--- src/rtl/alu_pkg.sv ---
// Shared encodings, FSM state type and lane-geometry helpers for the vector divide/modulo unit.
// Byte slice k covers bits [8k+7:8k] of an LSB-indexed 64-bit word (slice 7 holds lane 0).
package alu_pkg;

  localparam logic [5:0] OPC_VEC = 6'b101010;
  localparam logic [5:0] FN_VDIV = 6'b001110;
  localparam logic [5:0] FN_VMOD = 6'b001111;

  localparam logic [1:0] WW_8  = 2'b00;
  localparam logic [1:0] WW_16 = 2'b01;
  localparam logic [1:0] WW_32 = 2'b10;
  localparam logic [1:0] WW_64 = 2'b11;

  typedef enum logic [1:0] {StIdle, StBusy, StDone} state_e;

  function automatic logic [6:0] lane_width(input logic [1:0] ww);
    case (ww)
      WW_8:    return 7'd8;
      WW_16:   return 7'd16;
      WW_32:   return 7'd32;
      default: return 7'd64;
    endcase
  endfunction

  // Byte slices that hold the least significant byte of their lane.
  function automatic logic [7:0] lane_low(input logic [1:0] ww);
    case (ww)
      WW_8:    return 8'b1111_1111;
      WW_16:   return 8'b0101_0101;
      WW_32:   return 8'b0001_0001;
      default: return 8'b0000_0001;
    endcase
  endfunction

  // Byte slices that hold the most significant byte of their lane.
  function automatic logic [7:0] lane_top(input logic [1:0] ww);
    case (ww)
      WW_8:    return 8'b1111_1111;
      WW_16:   return 8'b1010_1010;
      WW_32:   return 8'b1000_1000;
      default: return 8'b1000_0000;
    endcase
  endfunction

  // Per byte slice: 1 when the whole lane containing it is zero.
  function automatic logic [7:0] lane_zero(input logic [63:0] val, input logic [1:0] ww);
    logic [7:0] lo;
    logic [7:0] tp;
    logic [7:0] acc_v;
    logic [7:0] res;
    logic       acc;
    lo    = lane_low(ww);
    tp    = lane_top(ww);
    acc   = 1'b1;
    acc_v = '0;
    res   = '0;
    for (int k = 0; k < 8; k++) begin
      acc      = (lo[k] ? 1'b1 : acc) & (val[8*k +: 8] == 8'd0);
      acc_v[k] = acc;
    end
    acc = 1'b0;
    for (int k = 7; k >= 0; k--) begin
      if (tp[k]) acc = acc_v[k];
      res[k] = acc;
    end
    return res;
  endfunction

endpackage

--- src/rtl/alu_div_seg_step.sv ---
// One restoring-division iteration across all lanes; eight byte slices whose shift and
// borrow links are cut at lane boundaries selected by i_ww.
module alu_div_seg_step
  import alu_pkg::*;
(
  input  logic [63:0] i_rem,
  input  logic [63:0] i_dvd,
  input  logic [63:0] i_div,
  input  logic [63:0] i_q,
  input  logic [1:0]  i_ww,
  output logic [63:0] o_rem,
  output logic [63:0] o_dvd,
  output logic [63:0] o_q
);

  logic [7:0]  w_low;
  logic [7:0]  w_top;
  logic [63:0] w_shift;
  logic [63:0] w_diff;
  logic [8:0]  w_sub;
  logic [7:0]  w_bout;
  logic [7:0]  w_ge;
  logic        w_msb;
  logic        w_brw;
  logic        w_geb;

  always_comb begin
    w_low   = lane_low(i_ww);
    w_top   = lane_top(i_ww);
    w_shift = {i_rem[62:0], 1'b0};
    w_diff  = '0;
    w_sub   = '0;
    w_bout  = '0;
    w_ge    = '0;
    w_msb   = 1'b0;
    w_brw   = 1'b0;
    w_geb   = 1'b0;
    o_dvd   = {i_dvd[62:0], 1'b0};
    o_q     = {i_q[62:0], 1'b0};
    o_rem   = '0;

    // Dividend lane MSB feeds the remainder's lane LSB.
    for (int k = 7; k >= 0; k--) begin
      if (w_top[k]) w_msb = i_dvd[8*k+7];
      if (w_low[k]) w_shift[8*k] = w_msb;
    end

    for (int k = 0; k < 8; k++) begin
      w_sub = {1'b0, w_shift[8*k +: 8]} - {1'b0, i_div[8*k +: 8]}
            - {8'd0, (w_low[k] ? 1'b0 : w_brw)};
      w_diff[8*k +: 8] = w_sub[7:0];
      w_brw            = w_sub[8];
      w_bout[k]        = w_sub[8];
    end

    // The bit shifted out of the lane top is the (W+1)-th remainder bit.
    for (int k = 7; k >= 0; k--) begin
      if (w_top[k]) w_geb = i_rem[8*k+7] | ~w_bout[k];
      w_ge[k] = w_geb;
    end

    for (int k = 0; k < 8; k++) begin
      o_rem[8*k +: 8] = w_ge[k] ? w_diff[8*k +: 8] : w_shift[8*k +: 8];
      if (w_low[k]) o_q[8*k] = w_ge[k];
    end
  end

endmodule

--- src/rtl/alu_vdivmod_unit.sv ---
// Multi-cycle lane-segmented unsigned VDIV/VMOD responder with valid/ready on both sides.
// Bit 0 of every port is the MSB; internally words are handled LSB-indexed.
module alu_vdivmod_unit
  import alu_pkg::*;
#(
  parameter int unsigned XLEN      = 64,
  parameter bit          DIV0_ONES = 1'b1
) (
  input  logic            clk,
  input  logic            rst,
  input  logic            in_valid,
  output logic            in_ready,
  input  logic [0:XLEN-1] rA_64bit_val,
  input  logic [0:XLEN-1] rB_64bit_val,
  input  logic [0:5]      Op_code,
  input  logic [0:5]      R_ins,
  input  logic [0:1]      WW,
  output logic            out_valid,
  input  logic            out_ready,
  output logic [0:XLEN-1] ALU_out,
  output logic            out_err
);

  state_e      r_state, w_state_nxt;
  logic [6:0]  r_cnt, w_cnt_nxt;
  logic [63:0] r_rem, w_rem_nxt;
  logic [63:0] r_dvd, w_dvd_nxt;
  logic [63:0] r_div, w_div_nxt;
  logic [63:0] r_q, w_q_nxt;
  logic [63:0] r_out, w_out_nxt;
  logic [1:0]  r_ww, w_ww_nxt;
  logic        r_mod, w_mod_nxt;
  logic        r_err, w_err_nxt;

  logic [63:0] w_rem_step;
  logic [63:0] w_dvd_step;
  logic [63:0] w_q_step;
  logic [63:0] w_q_fin;
  logic [7:0]  w_zero;
  logic        w_legal;

  alu_div_seg_step u_step (
    .i_rem (r_rem),
    .i_dvd (r_dvd),
    .i_div (r_div),
    .i_q   (r_q),
    .i_ww  (r_ww),
    .o_rem (w_rem_step),
    .o_dvd (w_dvd_step),
    .o_q   (w_q_step)
  );

  // The restoring loop yields all-ones for x/0; clear those lanes when zero is wanted.
  always_comb begin
    w_zero  = lane_zero(r_div, r_ww);
    w_q_fin = w_q_step;
    for (int k = 0; k < 8; k++) begin
      if (w_zero[k] && !DIV0_ONES) w_q_fin[8*k +: 8] = 8'd0;
    end
  end

  assign w_legal = (Op_code == OPC_VEC) && ((R_ins == FN_VDIV) || (R_ins == FN_VMOD));

  always_comb begin
    w_state_nxt = r_state;
    w_cnt_nxt   = r_cnt;
    w_rem_nxt   = r_rem;
    w_dvd_nxt   = r_dvd;
    w_div_nxt   = r_div;
    w_q_nxt     = r_q;
    w_out_nxt   = r_out;
    w_ww_nxt    = r_ww;
    w_mod_nxt   = r_mod;
    w_err_nxt   = r_err;
    unique case (r_state)
      StIdle: begin
        if (in_valid) begin
          if (w_legal) begin
            w_dvd_nxt   = rA_64bit_val;
            w_div_nxt   = rB_64bit_val;
            w_ww_nxt    = WW;
            w_mod_nxt   = (R_ins == FN_VMOD);
            w_cnt_nxt   = lane_width(WW) - 7'd1;
            w_rem_nxt   = '0;
            w_q_nxt     = '0;
            w_err_nxt   = 1'b0;
            w_state_nxt = StBusy;
          end else begin
            w_out_nxt   = '0;
            w_err_nxt   = 1'b1;
            w_state_nxt = StDone;
          end
        end
      end
      StBusy: begin
        w_rem_nxt = w_rem_step;
        w_dvd_nxt = w_dvd_step;
        w_q_nxt   = w_q_step;
        if (r_cnt == 7'd0) begin
          w_out_nxt   = r_mod ? w_rem_step : w_q_fin;
          w_state_nxt = StDone;
        end else begin
          w_cnt_nxt = r_cnt - 7'd1;
        end
      end
      StDone: begin
        if (out_ready) w_state_nxt = StIdle;
      end
      default: w_state_nxt = StIdle;
    endcase
  end

  always_ff @(posedge clk) begin
    if (rst) begin
      r_state <= StIdle;
      r_cnt   <= '0;
      r_rem   <= '0;
      r_dvd   <= '0;
      r_div   <= '0;
      r_q     <= '0;
      r_out   <= '0;
      r_ww    <= '0;
      r_mod   <= 1'b0;
      r_err   <= 1'b0;
    end else begin
      r_state <= w_state_nxt;
      r_cnt   <= w_cnt_nxt;
      r_rem   <= w_rem_nxt;
      r_dvd   <= w_dvd_nxt;
      r_div   <= w_div_nxt;
      r_q     <= w_q_nxt;
      r_out   <= w_out_nxt;
      r_ww    <= w_ww_nxt;
      r_mod   <= w_mod_nxt;
      r_err   <= w_err_nxt;
    end
  end

  assign in_ready  = (r_state == StIdle);
  assign out_valid = (r_state == StDone);
  assign ALU_out   = r_out;
  assign out_err   = r_err;

endmodule

--- config.mk ---
export PLATFORM = sky130hd
export DESIGN_NAME = alu_vdivmod_unit
export DESIGN_NICKNAME = d
export VERILOG_FILES = /design/src/rtl/alu_pkg.sv /design/src/rtl/alu_div_seg_step.sv /design/src/rtl/alu_vdivmod_unit.sv
export SDC_FILE = /design/constraint.sdc
export NUM_CORES = 1
export LEC_CHECK = 0
export BUFFER_PORTS_ARGS = -buffer_cell sky130_fd_sc_hd__buf_2
export CELL_PAD_IN_SITES_DETAIL_PLACEMENT = 1
export CELL_PAD_IN_SITES_GLOBAL_PLACEMENT = 1
export CORE_AREA = 2 2 203 205
export CTS_BUF_LIST = sky130_fd_sc_hd__clkbuf_16
export DETAILED_ROUTE_END_ITERATION = 10
export DIE_AREA = 0 0 205 207
export PLACE_DENSITY_LB_ADDON = 0.1
export RECOVER_POWER = 100
export SYNTH_ARGS = -nofsm -noshare
export SYNTH_HDL_FRONTEND = slang
export SYNTH_SLANG_ARGS = --single-unit
--- constraint.sdc ---
create_clock -name clk -period 21.9 [get_ports clk]
set_input_delay 4.38 -clock clk [delete_from_list [all_inputs] [get_ports clk]]
set_output_delay 4.38 -clock clk [all_outputs]
set_load 0.02 [all_outputs]
Word-level counts from Yosys, hierarchy flattened
Cells that the tools add are included.
Widths: inputs -> output; s select.
{ "word_totals": {"regBits": 332, "memories": 0, "inputBits": 146, "romBits": 0, "latchBits": 0, "elab_cells": 146, "output_inout_bits": 67, "ram_bits": 0} }
{ "op_classes": {"div_mod_pow": 0, "muxes": 75, "magnitude_cmp": 0, "multipliers": 0, "add_sub_neg": 17, "n_shift": 0, "n_reduce_logical": 13, "eq_ne": 15, "n_bitwise": 16} }
{ "op_table": {"columns": ["cell", "count"], "rows": [
  ["$mux 64", 8],
  ["$pmux 64 s2", 3],
  ["$pmux 63 s2", 1],
  ["$sub 8x8->9", 8],
  ["$mux 8", 8],
  ["$sub 9x1->9", 7],
  ["$mux 7", 6],
  ["$pmux 7 s3", 2],
  ["$mux 1", 40],
  ["$pmux 8 s3", 1],
  ["$pmux 7 s2", 1],
  ["$sub 7x1->7 const B", 2],
  ["$eq 6x4->1 const B", 2],
  ["$reduce_and 3->1", 3],
  ["$mux 2", 4],
  ["$ne 2x2->1 const B", 4],
  ["$not 1->1", 8],
  ["$or 1x1->1", 8],
  ["$reduce_and 4->1", 2],
  ["$logic_not 7->1", 1],
  ["$eq 2x1->1 const B", 3],
  ["$eq 2x2->1 const B", 3],
  ["$eq 6x6->1 const B", 1],
  ["$logic_not 2->1", 3],
  ["6 further kinds", 7]
]} }

Longest topological paths before layout
{ "depth": {"ltp_word": 39, "mapped_depth": 69, "ltp_nobuf": 66} }

Cells and area by module
A second synthesis with hierarchy kept.
{ "hier_totals": {"hier_cells": 2207, "area_unflattened_um2": 18946.9} }
{ "by_module_without_submodules": {"columns": ["module", "area_per_inst_um2", "n_inst", "seq_area_each_um2", "cells_per_inst"], "rows": [
  ["alu_vdivmod_unit", 12796.0, 1, 6666.4, 1373],
  ["alu_div_seg_step", 6150.9, 1, 0.0, 834]
]} }

Least setup slack after synthesis
OpenSTA, ideal clock, no wires.
{ "synth_path": {"path_kind": "flip-flop to flip-flop", "from": "reg r_ww[0]", "to": "reg r_rem[7]", "setup_slack_ns": 5.767, "path_stages_with_launch": 67, "t_required_ns": 21.783, "n_path_buf": 1, "setup_ns": 0.117, "period_less_slack_ns": 16.133, "arrival_ns": 16.017, "cell_sequence": "dfxtp_1 -> buf_1 -> mux4_2 -> inv_1 -> ha_1 -> inv_1 -> fa_1 -> a211oi_1 -> o21bai_1 -> o311ai_0 -> and3b_1 -> fa_1 -> inv_1 -> fa_1 -> nand2b_1 -> a31o_1 -> a221oi_2 -> xnor2_1 -> (+31 left out) -> nand2b_1 -> fa_1 -> fa_1 -> nand2b_1 -> a2111oi_0 -> o31ai_1 -> xor2_1 -> or2_2 -> fa_1 -> fa_1 -> nand2b_1 -> a31o_1 -> o41ai_4 -> mux2_4 -> mux2_4 -> mux2i_4 -> mux2_1 -> a22o_1"} }
{ "synth_via": {"elab_chain_len": 37, "word_cells_on_any_way": 68, "cone_classes": "add/sub (15); eq/ne (2); mux (34); bitwise (16); reduce/logical (1)"} }
{ "synth_rtl": {"columns": ["item", "line", "source"], "rows": [
  ["from (decl)", "alu_vdivmod_unit.sv:31", "logic [1:0] r_ww, w_ww_nxt;"],
  ["from (signal assigned)", "alu_vdivmod_unit.sv:133", "r_ww <= w_ww_nxt;"],
  ["$eq 2x2->1 (tied with other cells)", "alu_pkg.sv:27, alu_pkg.sv:37", null],
  ["$pmux 7 s3", "alu_pkg.sv:37", "case (ww)"],
  ["$mux 1 (7 in series)", "alu_div_seg_step.sv:44", "if (w_top[k]) w_msb = i_dvd[8*k+7];"],
  ["$mux 1", "alu_div_seg_step.sv:45", "if (w_low[k]) w_shift[8*k] = w_msb;"],
  ["$sub 8x8->9", "alu_div_seg_step.sv:49", "w_sub = {1'b0, w_shift[8*k +: 8]} - {1'b0, i_div[8*k +: 8]}"],
  ["$mux 1", "alu_div_seg_step.sv:50", "- {8'd0, (w_low[k] ? 1'b0 : w_brw)};"],
  ["$sub 9x1->9", "alu_div_seg_step.sv:50", null],
  ["$mux 1", "alu_div_seg_step.sv:50", null],
  ["(+8 left out)", null, null],
  ["$sub 9x1->9", "alu_div_seg_step.sv:50", null],
  ["$mux 1", "alu_div_seg_step.sv:50", null],
  ["$sub 9x1->9", "alu_div_seg_step.sv:50", null],
  ["$not 1->1", "alu_div_seg_step.sv:58", "if (w_top[k]) w_geb = i_rem[8*k+7] | ~w_bout[k];"],
  ["$or 1x1->1", "alu_div_seg_step.sv:58", null],
  ["$mux 1 (8 in series)", "alu_div_seg_step.sv:58", null],
  ["$mux 8 (*)", "alu_div_seg_step.sv:63", "o_rem[8*k +: 8] = w_ge[k] ? w_diff[8*k +: 8] : w_shift[8*k +: 8];"],
  ["$pmux 64 s2 (*)", "alu_vdivmod_unit.sv:75", "unique case (r_state)"],
  ["to (signal assigned)", "alu_vdivmod_unit.sv:128", "r_rem <= w_rem_nxt;"],
  ["to (decl)", "alu_vdivmod_unit.sv:26", "logic [63:0] r_rem, w_rem_nxt;"]
]} }
Mark *: on every way between the ends. The rest lies on a longest branch, timed or not.
A chain may end at the register's enable or synchronous reset.

Worst setup path in the final report
{ "layout_path": {"from": "reg r_ww[0]", "to": "reg r_rem[16]"} }
{ "layout_via": {"elab_chain_len": 35, "word_cells_on_any_way": 62, "cone_classes": "add/sub (15); eq/ne (2); mux (32); bitwise (12); reduce/logical (1)"} }
{ "layout_rtl": {"columns": ["item", "line"], "rows": [
  ["$eq 2x2->1 (tied with other cells)", "alu_pkg.sv:27, alu_pkg.sv:37"],
  ["$pmux 7 s3", "alu_pkg.sv:37"],
  ["$mux 1 (7 in series)", "alu_div_seg_step.sv:44"],
  ["$mux 1", "alu_div_seg_step.sv:45"],
  ["$sub 8x8->9", "alu_div_seg_step.sv:49"],
  ["$mux 1", "alu_div_seg_step.sv:50"],
  ["$sub 9x1->9", "alu_div_seg_step.sv:50"],
  ["$mux 1", "alu_div_seg_step.sv:50"],
  ["(+8 left out)", null],
  ["$sub 9x1->9", "alu_div_seg_step.sv:50"],
  ["$mux 1", "alu_div_seg_step.sv:50"],
  ["$sub 9x1->9", "alu_div_seg_step.sv:50"],
  ["$not 1->1", "alu_div_seg_step.sv:58"],
  ["$or 1x1->1", "alu_div_seg_step.sv:58"],
  ["$mux 1 (6 in series)", "alu_div_seg_step.sv:58"],
  ["$mux 8 (*)", "alu_div_seg_step.sv:63"],
  ["$pmux 64 s2 (*)", "alu_vdivmod_unit.sv:75"]
]} }
Marked as above.

==> results by group <==
STA
  • Slew Limit Fails: around 520
  • Max-Slew Margin vs Limit: -2.04
  • RSZ-0062 raised after global routing: false
  • Max Freq: 52.0 MHz
  • Setup Skew: ~20 ps
  • Final setup fails: 0
  • Setup Total Neg Slack: 0 ps
  • Fin crit share: 0.878
  • Period minus WS final: 19230 ps
  • Final Hold Fails: 0
  • Worst Tran Pin Value: approximately 4600 ps

Floorplan
  • Die W: a little over 200 um
  • Die area: roughly 42000 um2
  • Std-Cell Rows: 74
  • I/O Pins: roughly 210
  • Total core area: approximately 40000 um2
  • Die Height: 207 um
  • Initial Utilization: 0.435

Finish
  • ANT cells: 0
  • # fillers: ~5k
  • Post-layout nets: between 2k and 3k
  • Layout area overhead: 13.9%
  • Layout cells sized above 1: 0.106
  • Final instance area: ~20000 um2

Global route
  • Initial antenna violation count: 1
  • First-pass GRT wire length: about 88000 um
  • Vias in the first global route: approximately 16k
  • Total track usage: 0.260
  • Largest net degree at the start of global routing: 100
  • GR Overflow Total: 0

Worst setup path
  • Critical Path RT: between 20000 and 25000 ps
  • CP Class: reg -> reg
  • Worst setup path endpoint: r_rem[16]
  • Worst Path Max Fanout: 23
  • Reg2reg end: r_rem[16]
  • Worst Reg-to-Reg Cells: 66
  • CP Capture Type: flop
  • Reg-to-Reg Start: r_ww[0]
  • Slowest cell on crit path: a21oi_1
  • CP Launch Type: flop
  • Worst endpoint data arrival time: just under 20000 ps
  • Flop-to-flop setup slack: 2670 ps
  • CP max stage delay: between 900 and 1000 ps
  • CP Launch Point: r_ww[0]
  • Cell mode on critical path: fa_1

Power and ir drop
  • Pwr Density: 63.2 nW/um2
  • Leak: 7.89 nW
  • Max IR drop VDD: slightly above 0.00004 V

Clocking
  • Hold_buf cts: 0
  • CTS Buf Count: 40
  • Worst-Skew Late Latency: 560 ps
  • Post-CTS setup buffers: 0
  • Post-cts sizing count: 0
  • Deepest clock path buffer count: 3
  • Reg clk slew, reported paths: approximately 60 ps
  • # clock sinks: 332
  • H-Tree Depth: 2
  • CTS tree: done
  • Clock root cell: clkbuf_16

Hold path
  • Worst hold path class: reg -> reg

Synthesis
  • Post-synth EDFFs: 0
  • Yosys Warn Count: 0
  • Top post-synthesis cells by area: dfxtp_1 38%, nand2_1 8.2%, ha_1 7.6%, mux2i_1 4.4%, o21ai_0 4.0%
  • Most area-hungry cell type in the Yosys netlist: dfxtp_1
  • Syn nets: between 2k and 2.5k
  • Seq/Total Area, Yosys: 0.379
  • Synth unique cells: 83
  • Yosys top cell area share: 0.379
  • Ys flop type: dfxtp_1
  • Post-synth top cells: 382 x nand2_1, 332 x dfxtp_1, 185 x nor2_1
  • Fraction of registers with async set/reset: 0
  • Synthesized area: about 18000 um2
  • Syn avg cell area: between 8 and 9 um2
  • Cell count after synthesis: 2144
  • Seq cells post-synth: around 330
  • Most frequent cell after synthesis: nand2_1

Status
  • Failing checks: capacitance limit, slew limit
  • Run status: complete, but fails checks

Detailed routing
  • Detailed-router iteration count before antenna repair: 6
  • Iter 0 DRT Violations: between 800 and 900
  • Final wirelength: 55600 um
  • Drt via density: around 5.6
  • Routed wire per std cell: a little under 20 um
  • ANT nets after route: 0
  • Detailed-route via count: between 15k and 20k
  • DRC Markers: 0

Placed design
  • Gpl congestion: 0.844
  • Post-DP HPWL: approximately 38000 um
  • IO Port Bufs: 212
  • Placed Area: 19000 um2

Run
  • Max Cap Viol: 8
-- report_power, final --
group          internal (mW)  total [mW]  switching (mW)
clock                  0.360       0.623           0.263
combinational         0.0129      0.0346          0.0217
sequential             0.604       0.605        0.000593
-- routing by layer --
metal | track usage | vias to the layer above | routed length [um]
li1 | - | 7725 | -
met1 | 0.336 | 7791 | 25100
met2 | 0.449 | 313 | 26800
met3 | 0.0349 | 88 | 2400
met4 | 0.0814 | 2 | 1390
met5 | 0 | - | 13
-- state kept, by name (all words and copies together), names as in the netlist --
name     flops
r_cnt        7
r_dvd       64
ALU_out     64
r_mod        1
r_state      2
r_rem       64
out_err      1
r_div       64
r_ww         2
r_q         63
-- cell families after synthesis --
kind of cell | Yosys count | synth area share
AND/OR/NAND/NOR | 682 | 0.163
AO/OA/AOI/OAI | 574 | 0.217
flip-flops | 332 | 0.379
buffers and inverters | 291 | 0.0644
adder cells (fa/ha/maj) | 122 | 0.0934
multiplexers | 93 | 0.0584
XOR/XNOR | 50 | 0.0250
-- stage by stage --
step	instances	power, mW	hold WS, ps	setup WS (ps)	util
global route	2844	1.30	466	1140	0.495
detailed placement	2775	0.654	436	3540	0.470
floorplan	2144	0.633	428	5770	-
finish	2844	1.26	447	2670	0.495
CTS	2844	1.28	450	3500	0.500
global placement	2775	0.653	432	3940	0.470
-- area by class of cell --
| type | instances | area, um2 | area share |
|---|---|---|---|
| Clock inverter | 28 | 171 | 0.00858 |
| Inverter | 153 | 574 | 0.0287 |
| Sequential cell | 332 | 6650 | 0.333 |
| Multi-Input combinational cell | 1521 | 9760 | 0.488 |
| Timing Repair Buffer | 237 | 1140 | 0.0571 |
| Clock buffer | 41 | 1030 | 0.0513 |
| Tap cell | 532 | 666 | 0.0333 |
-- placed cells by master, fill, tap and decap left out, drive strengths merged, types with 4 or more instances in the layout --
cell     netlist  final
nor3          16     16
a21oi        130    130
xor2          17     17
a32oi          4      4
buf           20    163
a22oi         83     83
a21o          26     26
nand2b        17     17
inv          153    162
a31oi          7      7
nand2        382    382
a22o          10     10
nor4           8      8
o221ai         4      4
a311oi        64     64
clkinv         0     17
nor2b         19     19
o31ai          5      5
a21boi         4      4
fa            15     15
mux2i         82     82
nor2         186    186
o21ai        153    153
a2bb2oi        4      4
nand3b        10     10
nand3         19     19
a221oi        10     10
mux2           9      9
clkbuf       118    115
ha           107    107
o211ai         6      6
xnor2         33     33
o21a           9      9
o22ai         17     17
a211oi         6      6
dfxtp        332    332
o311ai         7      7
-- critical path, delay by kind of cell, from the launching register on --
kind / cells / cell delay, ps
compound gates: 20 / 6390
xor+xnor: 5 / 990
fa+ha+maj: 17 / 6110
buf+inv: 6 / 710
flops: 1 / 670
mux: 4 / 1470
simple gates: 14 / 2720
-- worst min path at each step --
stage	start	to	slack (ps)	depth (start not counted)
4_1_cts	ALU_out[51]	ALU_out[51]	450	1
3_3_place_gp	ALU_out[49]	ALU_out[49]	430	1
3_5_place_dp	ALU_out[51]	ALU_out[51]	440	1
2_1_floorplan	r_rem[54]	r_rem[54]	430	2
6_report	ALU_out[51]	ALU_out[51]	450	1
5_1_grt	ALU_out[28]	ALU_out[28]	470	1
Power figures use the tool's default switching activity.
